===== src/rtl/alu_operand_stage.sv =====
// alu_operand_stage
//
// Registered operand stage that sits between the operand source and the ALU
// core. It accepts NCH operand channels of WIDTH bits each. Every channel is
// gated by the global enable and by its own mask bit. The gated word then
// passes through a 2-entry skid buffer, so the stage sustains one word per
// cycle and still absorbs backpressure from downstream.
//
// Handshake: a word moves across an interface on a rising edge only when that
// interface's valid and ready are both 1. Once valid is raised it stays high,
// and the data stays stable, until the transfer happens. ready may depend on
// this stage's state. It never depends on the same interface's valid.
//
// Ports:
//   clk        clock; all state changes on the rising edge
//   rst        synchronous, active-high reset
//   en         global operand enable, sampled when a word is accepted
//   ch_mask    per-channel enable [NCH-1:0], sampled when a word is accepted
//   in_valid   upstream word valid
//   in_ready   stage can accept (held low while rst is high)
//   in_data    packed operands; channel k sits at [k*WIDTH +: WIDTH]
//   out_valid  out_data holds a word
//   out_ready  downstream can take the word
//   out_data   gated, registered operands (the head entry)
//   zero_cnt   saturating count of accepted words that arrived with en=0
//   dbg_state  buffer occupancy: 0 = EMPTY, 1 = ONE, 2 = TWO
//   out_parity (only with OPERAND_PARITY_EN) even parity of each gated slice,
//              carried alongside its data word
//
// Optional feature macro: OPERAND_PARITY_EN

module alu_operand_stage #(
    parameter int WIDTH = 4,
    parameter int NCH   = 2,
    parameter int CNT_W = 8
) (
    input  logic                 clk,
    input  logic                 rst,
    input  logic                 en,
    input  logic [NCH-1:0]       ch_mask,
    input  logic                 in_valid,
    output logic                 in_ready,
    input  logic [NCH*WIDTH-1:0] in_data,
    output logic                 out_valid,
    input  logic                 out_ready,
    output logic [NCH*WIDTH-1:0] out_data,
    output logic [CNT_W-1:0]     zero_cnt,
`ifdef OPERAND_PARITY_EN
    output logic [NCH-1:0]       out_parity,
`endif
    output logic [1:0]           dbg_state
);

    typedef enum logic [1:0] {
        EMPTY = 2'd0,
        ONE   = 2'd1,
        TWO   = 2'd2
    } state_t;

    state_t                 state;
    logic [NCH*WIDTH-1:0]   main_q;
    logic [NCH*WIDTH-1:0]   skid_q;
    logic [NCH*WIDTH-1:0]   gated;
    logic                   accept;

`ifdef OPERAND_PARITY_EN
    logic [NCH-1:0]         main_par_q;
    logic [NCH-1:0]         skid_par_q;
    logic [NCH-1:0]         gated_par;
`endif

    // Gating applies only to the word being accepted. Stored entries were
    // gated on entry and are never touched again.
    always_comb begin
        gated = '0;
        for (int k = 0; k < NCH; k++) begin
            gated[k*WIDTH +: WIDTH] = in_data[k*WIDTH +: WIDTH] & {WIDTH{en & ch_mask[k]}};
        end
    end

`ifdef OPERAND_PARITY_EN
    always_comb begin
        gated_par = '0;
        for (int k = 0; k < NCH; k++) begin
            gated_par[k] = ^gated[k*WIDTH +: WIDTH];
        end
    end
    assign out_parity = main_par_q;
`endif

    // in_ready is forced low during reset so that no word is accepted on the
    // same edge that clears the buffer.
    assign in_ready  = (state != TWO) & ~rst;
    assign out_valid = (state != EMPTY);
    assign out_data  = main_q;
    assign accept    = in_valid & in_ready;
    assign dbg_state = state;

    always_ff @(posedge clk) begin
        if (rst) begin
            state    <= EMPTY;
            main_q   <= '0;
            skid_q   <= '0;
            zero_cnt <= '0;
`ifdef OPERAND_PARITY_EN
            main_par_q <= '0;
            skid_par_q <= '0;
`endif
        end else begin
            if (accept && !en && (zero_cnt != {CNT_W{1'b1}})) begin
                zero_cnt <= zero_cnt + 1'b1;
            end

            case (state)
                EMPTY: begin
                    if (accept) begin
                        state  <= ONE;
                        main_q <= gated;
`ifdef OPERAND_PARITY_EN
                        main_par_q <= gated_par;
`endif
                    end
                end
                ONE: begin
                    if (accept && out_ready) begin
                        // The old head leaves and the new word takes its place.
                        main_q <= gated;
`ifdef OPERAND_PARITY_EN
                        main_par_q <= gated_par;
`endif
                    end else if (accept) begin
                        state  <= TWO;
                        skid_q <= gated;
`ifdef OPERAND_PARITY_EN
                        skid_par_q <= gated_par;
`endif
                    end else if (out_ready) begin
                        state <= EMPTY;
                    end
                end
                TWO: begin
                    if (out_ready) begin
                        state  <= ONE;
                        main_q <= skid_q;
`ifdef OPERAND_PARITY_EN
                        main_par_q <= skid_par_q;
`endif
                    end
                end
                default: begin
                    state <= EMPTY;
                end
            endcase
        end
    end

endmodule


===== config.mk =====
export PLATFORM = sky130hd
export DESIGN_NAME = alu_operand_stage
export DESIGN_NICKNAME = d
export VERILOG_FILES = /design/src/rtl/alu_operand_stage.sv
export SDC_FILE = /design/constraint.sdc
export NUM_CORES = 1
export LEC_CHECK = 0
export CAP_MARGIN = 25
export CORE_MARGIN = 1
export CORE_UTILIZATION = 40
export CTS_CLUSTER_DIAMETER = 150
export DETAILED_ROUTE_END_ITERATION = 6
export PLACE_DENSITY = 0.73
export SYNTH_ARGS = -nofsm -noshare
export SYNTH_HDL_FRONTEND = slang
export SYNTH_SLANG_ARGS = --single-unit

===== constraint.sdc =====
create_clock -name clk -period 2.05 [get_ports clk]
set_input_delay 0.205 -clock clk [delete_from_list [all_inputs] [get_ports clk]]
set_output_delay 0.205 -clock clk [all_outputs]
set_load 0.02 [all_outputs]

==> metrics.md, run 1 <==
| Metric | Value |
|---|---|
| Max Buffers Root-to-Sink | `2` |
| Final GP Congestion | `0.7842` |
| Final hold vios | `0` |
| Drt wl/cell | `12.59 um` |
| CTS root buffer | `clkbuf_4` |
| Met3 track demand over resource | `2.418%` |
| Area growth syn-to-layout | `33.62%` |
| Worst EP arrival | `1.66 ns` |
| Clk Latency, worst-skew pair | `0.32 ns` |
| Pwr/cell area | `628.6 nW/um^2` |
| Worst hold path class | `register to register` |
| Synthesized cell area | `1287 um^2` |
| Die Width | `58.74 um` |
| M1 GR Usage | `22.39%` |
| Vias in the first global route | `1,084` |
| Synth top area cells | `dfxtp_1 40%, a21oi_1 8.6%, a211oi_2 7.8%` |
| Initial antenna violation count | `0` |
| LEAKAGE | `0.0005801 uW` |
| Number of cell rows | `20` |
| First-pass GRT wire length | `4733 um` |
| IO Port Bufs | `34` |
| Max Cap Viol | `0` |
| Die Footprint | `3450 um^2` |
| CTS Sinks | `26` |
| M2 GR Usage | `30.84%` |
| Setup crit start kind | `register` |
| Syn Area/Cell | `8.699 um^2` |
| Grt total ovfl | `0` |
| Final setup violation count | `0` |
| Fin nets | `200` |
| Data required, critical path | `1.85 ns` |
| Post-cts sizing count | `0` |
| Part of the Yosys area used for sequential elements | `40.43%` |
| Period utilisation layout | `91.22%` |
| ANT nets after route | `0` |
| Final Critical Period | `1.870 ns` |
| Via/cell ratio | `5.185` |
| First DRT Iteration DRCs | `80` |
| Pre-CTS WS | `0.1765 ns` |
| Drt first pass iters | `4` |
| CTS tree | `done` |
| Syn_nets | `164` |
| Reg area | `520.5 um^2` |
| Routed via count | `1,177` |
| Maximum clock rate | `534.8 MHz` |
| VDD IR max | `0.3191 mV` |
| Worst Setup Path Type | `register to output port` |
| Largest net degree at the start of global routing | `18` |
| RSZ-0062 raised after global routing | `false` |
| Die Y | `58.74 um` |
| Yosys warns | `0` |
| Max Clock Skew | `0.01114 ns` |
| Cell count after synthesis | `148` |
| Final worst slack | `0.1800 ns` |
| Crit path capture type | `output port` |
| Post-detail-place hpwl | `2057 um` |
| Gr usage total | `17.58%` |
| Most Crowded Layer GR | `met2` |
| CTS clk-pin slew, worst paths | `0.13 ns` |
| Number of diodes | `0` |
| Run status | `finished clean` |
| Hold_buf cts | `0` |
| Fillcell total | `294` |
| Yosys top cell area share | `40.43%` |
| Crit-path max FO | `9` |
| Slew HR | `68.20%` |
| Number of CTS-inserted buffers | `3` |
| Slew @ Worst Pin | `0.4770 ns` |
| DRC viols | `0` |
| Final setup TNS | `0 ns` |
| Distinct cell type count after synthesis | `36` |
| FF+latch count, synth | `26` |
| Area occupied by multi-input gates | `691.9 um^2` |
| I/O pins | `35` |
| Max H-tree Level | `1` |
| Fin Hold WS | `0.4690 ns` |
| Post-CTS Repair Setup Buffers | `0` |
| Final WL | `2857 um` |
| Max Slew Vio Count | `0` |
| Core ar. | `3053 um^2` |
| Initial core utilization | `42.17%` |
| Synth area leader | `dfxtp_1` |
| Share of layout cells above drive strength 1 | `18.03%` |
layer usage:
| metal | wire length [um] | share of wire (%) | vias up |
|---|---|---|---|
| met5 | 0 | 0 | - |
| met4 | 0 | 0 | 0 |
| met3 | 125 | 4.4 | 0 |
| met2 | 1378 | 48 | 37 |
| met1 | 1353 | 47 | 541 |
| li1 | - | - | 599 |
worst paths after layout:
path | endpoint | cells after the start | startpoint | slack (ns)
setup / recovery | in_ready | 3 | dbg_state[1] | 0.18
hold / removal | skid_q[3] | 2 | skid_q[3] | 0.47
setup reg to reg | zero_cnt[1] | 6 | zero_cnt[0] | 0.28
hold reg to reg | skid_q[3] | 2 | skid_q[3] | 0.47
through the flow:
stage	util [%]	cells	cell area [um^2]	power, uW
finish	56.35	227	1720	1081
floorplan	-	148	1287	657.3
CTS	56.35	227	1720	1094
detailed placement	54.63	223	1668	742.8
global route	56.35	227	1720	1129
global placement	54.63	223	1668	738.6
sequential cells by signal, indices dropped and copies added (netlist names):
signal,flops
dbg_state,2
skid_q,8
out_data,8
zero_cnt,8
cells in the mapped netlist (all sizes together):
cell type  instances
nand3             12
dfxtp             26
buf                6
o31ai              1
or3                3
xor2               1
or4                1
nand2             10
or2                9
nor4b              1
o2111ai            1
ha                 1
o22a               1
nand2b             1
a211o              1
inv                2
mux2i              2
or2b               1
nor2              21
o311ai             2
and4bb             1
nor2b              2
o41ai              2
clkbuf             4
nand4              1
a211oi             8
nor3b              1
a21oi             22
nand4b             1
o21ai              3
cell type report:
class	instances	area share [%]
flip-flops and latches	26	30.25
clock buffers	3	1.309
inverters	2	0.4364
clock inverters	1	1.745
well taps	44	3.200
repair buffers	41	22.84
multi-input cells	110	40.22
cell families after synthesis:
group	Yosys count	share of synthesized area (%)
xor+xnor	1	0.6804
mux	2	1.555
buf+inv	12	5.831
compound gates	41	24.00
fa+ha+maj	1	0.9717
flops	26	40.43
simple gates	65	26.53
power by group:
part           internal [uW]  total [uW]  leakage [uW]  switching (uW)
Sequential               523         539      0.000211            15.5
Combinational           96.8         193      0.000341            96.1
Clock                    198         350     0.0000279             152
layout by cell type, fill, tap and decap left out, types with 2 or more instances in the layout:
| cell | n |
|---|---|
| clkdlybuf4s50_1 | 34 |
| a21oi_1 | 22 |
| nand2_1 | 10 |
| nand3_1 | 12 |
| o41ai_1 | 2 |
| or3_1 | 3 |
| dfxtp_1 | 26 |
| nor2_1 | 19 |
| mux2i_1 | 2 |
| o21ai_0 | 3 |
| nor2_2 | 2 |
| or2_2 | 8 |
| inv_1 | 2 |
| o311ai_1 | 2 |
| a211oi_2 | 8 |
| clkbuf_4 | 3 |
| buf_4 | 7 |
worst max-delay path: stages, from the launching register on:
cell,delay (ns)
dfxtp_1,0.52
nor2b_4,0.24
nor2_1,0.05
clkdlybuf4s50_1,0.54
(Power assumes the default switching activity.)
==> inputs of run 2 (changes only) <==
--- a/config.mk
+++ b/config.mk
@@ -8,7 +8,8 @@
 export CAP_MARGIN = 25
 export CORE_MARGIN = 1
 export CORE_UTILIZATION = 40
-export CTS_CLUSTER_DIAMETER = 150
+export CTS_CLUSTER_DIAMETER = 80
+export CTS_CLUSTER_SIZE = 24
 export DETAILED_ROUTE_END_ITERATION = 6
 export PLACE_DENSITY = 0.73
 export SYNTH_ARGS = -nofsm -noshare
==> results of run 2 <==
Final layout, timing and power as in run 1 (identical DEF).
